$ cat config.mk
export PLATFORM = sky130hd
export DESIGN_NAME = jamma_joy_scan
export DESIGN_NICKNAME = d
export VERILOG_FILES = /design/src/rtl/jamma_joy_scan.sv
export SDC_FILE = /design/constraint.sdc
export NUM_CORES = 1
export LEC_CHECK = 0
export CORE_MARGIN = 1
export CORE_UTILIZATION = 45
export CTS_BUF_LIST = sky130_fd_sc_hd__clkbuf_16
export DETAILED_ROUTE_END_ITERATION = 8
export GPL_TIMING_DRIVEN = 0
export PLACE_DENSITY = 0.66
export SKIP_LAST_GASP = 1
export SYNTH_ARGS = -nofsm -noshare
export SYNTH_HDL_FRONTEND = slang
export SYNTH_SLANG_ARGS = --single-unit
$ cat constraint.sdc
create_clock -name CLK -period 2.5 [get_ports CLK]
set_clock_uncertainty 0.2 [all_clocks]
set_input_delay 0.5 -clock CLK [delete_from_list [all_inputs] [get_ports CLK]]
set_output_delay 0.5 -clock CLK [all_outputs]
set_load 0.05 [all_outputs]
$ cat src/rtl/jamma_joy_scan.sv
// Shared JAMMA joystick bus scanner: drives JSELECT round-robin, samples
// JJOY after a settle window, and debounces each player's vector across scans.
module jamma_joy_scan #(
    parameter int unsigned PLAYERS  = 2,
    parameter int unsigned JOY_W    = 8,
    parameter int unsigned SETTLE   = 0,
    parameter int unsigned DEBOUNCE = 1,
    parameter int unsigned SEL_W    = (PLAYERS > 1) ? $clog2(PLAYERS) : 1
) (
    input  logic                       CLK,
    input  logic                       RESET_N,
    input  logic                       ENABLE,
    input  logic [JOY_W-1:0]           JJOY,
    input  logic [JOY_W-1:0]           LOCAL_JOY,
    output logic [SEL_W-1:0]           JSELECT,
    output logic [PLAYERS*JOY_W-1:0]   JOY_OUT,
    output logic                       SCAN_DONE
);

    localparam int unsigned CNT_W = 4;
    localparam int unsigned M_W   = 4;

    logic [SEL_W-1:0]                sel_q,  sel_d;
    logic [CNT_W-1:0]                cnt_q,  cnt_d;
    logic [PLAYERS-1:0][JOY_W-1:0]   last_q, last_d;
    logic [PLAYERS-1:0][M_W-1:0]     m_q,    m_d;
    logic [PLAYERS*JOY_W-1:0]        joy_q,  joy_d;
    logic                            done_q, done_d;

    logic [JOY_W-1:0]                sample_c;
    logic [M_W-1:0]                  m_new_c;

    // Slot timing, player rotation and per-player debounce update
    always_comb begin
        sel_d    = sel_q;
        cnt_d    = cnt_q;
        last_d   = last_q;
        m_d      = m_q;
        joy_d    = joy_q;
        done_d   = 1'b0;
        m_new_c  = '0;
        // Local stick is only wired alongside player 0
        sample_c = JJOY & ((sel_q == '0) ? LOCAL_JOY : {JOY_W{1'b1}});

        if (ENABLE) begin
            if (cnt_q == '0) begin
                cnt_d = CNT_W'(SETTLE);
                if (sel_q == SEL_W'(PLAYERS - 1)) begin
                    sel_d  = '0;
                    done_d = 1'b1;
                end else begin
                    sel_d = sel_q + SEL_W'(1);
                end

                for (int p = 0; p < PLAYERS; p++) begin
                    if (sel_q == SEL_W'(p)) begin
                        if (sample_c != last_q[p]) begin
                            last_d[p] = sample_c;
                            m_new_c   = M_W'(1);
                        end else if (m_q[p] >= M_W'(DEBOUNCE)) begin
                            m_new_c   = M_W'(DEBOUNCE);
                        end else begin
                            m_new_c   = m_q[p] + M_W'(1);
                        end
                        m_d[p] = m_new_c;
                        if (m_new_c == M_W'(DEBOUNCE)) begin
                            joy_d[p*JOY_W +: JOY_W] = sample_c;
                        end
                    end
                end
            end else begin
                cnt_d = cnt_q - CNT_W'(1);
            end
        end
    end

    // State registers; outputs released (all ones) in reset
    always_ff @(posedge CLK or negedge RESET_N) begin
        if (!RESET_N) begin
            sel_q  <= '0;
            cnt_q  <= CNT_W'(SETTLE);
            last_q <= '1;
            m_q    <= '0;
            joy_q  <= '1;
            done_q <= 1'b0;
        end else begin
            sel_q  <= sel_d;
            cnt_q  <= cnt_d;
            last_q <= last_d;
            m_q    <= m_d;
            joy_q  <= joy_d;
            done_q <= done_d;
        end
    end

    assign JSELECT   = sel_q;
    assign JOY_OUT   = joy_q;
    assign SCAN_DONE = done_q;

endmodule
==> metrics.md, run 1 <==
| Metric | Value |
|---|---|
| Outcome | complete, but fails checks |
| Failing checks | negative hold slack |
| Top library cells by usage in the layout, fill and taps aside | nand2_1 (49), clkdlybuf4s50_1 (35), dfstp_2 (32) |
| Number of different library cells in the post-synthesis netlist | 43 |
| Final worst-path cycle share | a little over nine tenths |
| Multi-input logic area | 1250 um^2 |
| Starting density of the core | 47.8% |
| Type of element capturing the critical path | flip-flop |
| Via Count | 1877 |
| Layout overhead on the synthesized area | 25.1% |
| Final Worst Setup Slack | between 100 and 150 ps |
| Final global-route overflow total | 0 |
| IO buf count | 36 |
| Share of Yosys cell area claimed by the top area cell type | 33.5% |
| Number of DRC markers after the initial detailed-route iteration | 70 |
| Hold WC Path Type | in -> async |
| Post-DR vias/cell | 5.35 |
| Clock buffer count from CTS | 5 |
| Internal power component | 1.77 mW |
| Sw Ratio | 37.0% |
| Clock power frac | 22.6% |
| Worst-skew pair later-pin latency | between 200 and 300 ps |
| DRT Pass-1 Iters | 4 |
| Die W | 76.6 um |
| GRT Overall Usage | about a fifth |
| Number of flops mapped to enable cells by yosys | 0 |
| Count of inserted antenna diode cells | 0 |
| Top post-synthesis cells by area | dfstp_2 (34%), dfrtp_1 (14%), nand2_1 (7.3%), or3_1 (3.7%), ha_1 (3.0%) |
| Minimum setup slack after placement | -196 ps |
| Number of hold violations in the final report | 8 |
| Routability Congestion | 0.810 |
| Flop and latch count out of synthesis | between 40 and 50 |
| DRT met1 WL | 2680 um |
| Die Footprint | 5870 um^2 |
| Slew Limit Headroom | 64.4% |
| Slowest cell on the critical path | clkdlybuf4s50_1 |
| Highest attainable clock frequency | 0.421 GHz |
| Sum of met2 wire segment lengths after detailed routing | 2460 um |
| Die span in y | 76.6 um |
| Remaining antenna violation count | 0 |
| Layout cells sized above 1 | 24.6% |
| Slew of the pin with the lowest slew margin | 532 ps |
| Drc violations | 0 |
| Uppermost routed layer | met4 |
| Most instantiated flip-flop cell in the synthesis netlist | dfstp_2 |
| Number of H-tree levels | 2 |
| Wirelength, routed | around 5400 um |
| Core ar. | 5240 um^2 |
| Combinational cell fraction of total power | 36.3% |
| Critical path class | in -> reg |
| Sequential area share after synthesis | between 40% and 50% |
| Unrepaired setup endpoints after global routing | no |
| CTS clock-pin slew for the worst setup and hold paths | 60 ps |
| PnR Total Power | 2.80 mW |
| Placed wire-length estimate after detailed placement | 3930 um |
| Initial antenna violation count | 0 |
| Final setup viols | 0 |
| Post-synthesis net count | 258 |
| Max Root-Sink Buffers | 2 |
| Count of boundary I/O pins | 37 |
| Sort of element at the start of the critical path | primary input |
| Row count | 26 |
| Synthesized area per cell | 10.8 um^2 |
| Root Buffer | clkbuf_16 |
| Sinks on Clock Net | 46 |
| Crit-path max FO | 10 |
| Worst path required time | 2470 ps |
| Switching Power | 1.04 mW |
| Final routed wire length divided by cell count | 15.4 um |
| FFs w/ async S/R, synth | 100% |
| Worst slack on hold paths | -24.9 ps |
| Bufs and invs on worst path | 2 |
| Number of standard cells in the final layout excluding fillers | about 350 |
| Sequential group share of total power | a little over 40% |
| Worst path max stage delay | ~500 ps |
| Total area of sequential cells | approximately 1200 um^2 |
| Pin count of the biggest net entering global routing | 26 |
| Synth Instances | 233 |
| Crit path cell chain | clkdlybuf4s50_1 > nor3b_2 > nand2_1 > or2_1 > clkbuf_1 > o311ai_0 |
| Critical Path AT | 2340 ps |
| Max-capacitance violation count | 0 |
| Vias in the first global route | 1802 |
| Number of cells after detailed placement | 340 |
| Number of nets in the final layout | 305 |
| Crit path max-delay family | simple AND/OR/NAND/NOR gates |
| TritonCTS clock tree | done |
| Summed instance area of the synthesized netlist | about 2500 um^2 |
| Biggest area consumer among synthesized cells | dfstp_2 |
| Leading cell type in the layout, fill and taps excluded | nand2_1 |
| Length of routed met3 wiring | 147 um |
| Syn. warnings | 0 |
| Power Dens Cells | 894 nW/um^2 |
| Fillers | about 440 |
| Pins over their slew limit | 0 |
| Min Clock Period, post-route | 2370 ps |
| Leakage Power | 1.26 nW |
| First-pass GRT wire length | around 9200 um |
| Peak ir drop on the vdd network | 476 uV |
==> cell type report <==
| cell class | instances | area share (%) |
|---|---|---|
| Buffer | 10 | 1.72 |
| Clock buffer | 5 | 3.99 |
| Clock inverter | 3 | 0.359 |
| Inverter | 5 | 0.599 |
| Multi-Input combinational cell | 172 | 39.9 |
| Sequential cell | 46 | 38.0 |
| Tap cell | 70 | 2.79 |
| Timing Repair Buffer | 40 | 12.7 |
==> cell usage after synthesis, types with 5 or more instances <==
library cell,n
inv_1,5
o21ai_0,10
nand2_1,49
o311ai_1,8
xnor2_1,8
ha_1,6
or3_1,15
dfstp_2,32
nor2_1,10
xor2_1,8
dfrtp_1,14
==> worst register-to-register path, cell delays in order, from the launching register on <==
cell and delay [ps]:
dfrtp_1 390, buf_6 170, o21a_4 240, xnor2_1 210
nand4_2 320, o21ai_4 320, mux2_1 350
==> metrics by stage <==
step	util, %	hold slack [ps]	cell area, um^2	TNS [ps]
finish	59.9	-24.9	3140	0
global route	59.9	18.5	3140	0
CTS	59.3	1.68	3110	0
detailed placement	56.7	258	2970	-2540
global placement	56.4	254	2950	-12060
floorplan	-	4.41	2510	0
==> cells by family after synthesis <==
logic type	count (synthesis)	share of synthesized area (%)
AND/OR/NAND/NOR	96	20.8
flip-flops	46	47.5
multiplexers	8	3.59
adder cells (fa/ha/maj)	6	3.00
buffers and inverters	15	2.90
AO/OA/AOI/OAI	46	16.6
XOR/XNOR	16	5.59
==> metal layers <==
metal	global-route usage [%]	vias to the layer above
li1	-	926
met1	29.2	903
met2	30.4	37
met3	3.11	11
met4	7.88	0
met5	0	-
==> registers in the layout, summed over array words and instances (netlist names) <==
name	cells
cnt_q	4
m_q	8
JSELECT	1
last_q	16
SCAN_DONE	1
JOY_OUT	16
==> power by group through the flow <==
stage	combinational (mW)	sequential, mW	clock, mW
after floorplan	0.399	1.46	0
after global placement	1.00	1.16	0
after detailed placement	1.02	1.16	0
after CTS	1.02	1.15	0.641
after global routing	1.09	1.18	0.668
final	1.02	1.15	0.633
==> path summary, 6_finish.rpt <==
kind	slack (ps)	startpoint	endpoint	depth (start not counted)
worst min register to register	270	last_q[0]$_DFFE_PN1P_	last_q[0]$_DFFE_PN1P_	2
worst min-delay path	-20	RESET_N	cnt_q[1]$_DFFE_PN0P_	1
min in group CLK	270	last_q[0]$_DFFE_PN1P_	last_q[0]$_DFFE_PN1P_	2
worst max-delay path	130	ENABLE	JOY_OUT[4]$_DFFE_PN1P_	6
max in group asynchronous	1540	RESET_N	JOY_OUT[7]$_DFFE_PN1P_	2
worst max register to register	240	JSELECT$_DFFE_PN0P_	last_q[3]$_DFFE_PN1P_	6
==> what timing repair did <==
action | 4_1_cts | 5_1_grt
hold buffers | 0 | 0
setup buffers | 0 | 3
resized for setup | 0 | 2
setup endpoints to repair | 0 | 15
(Power assumes the default switching activity.)
==> run 2, diff against run 1 <==
CORE_MARGIN = unset   (was 1)
==> results of run 2 <==
The final DEF is identical to that of run 1; final timing and power are the same.
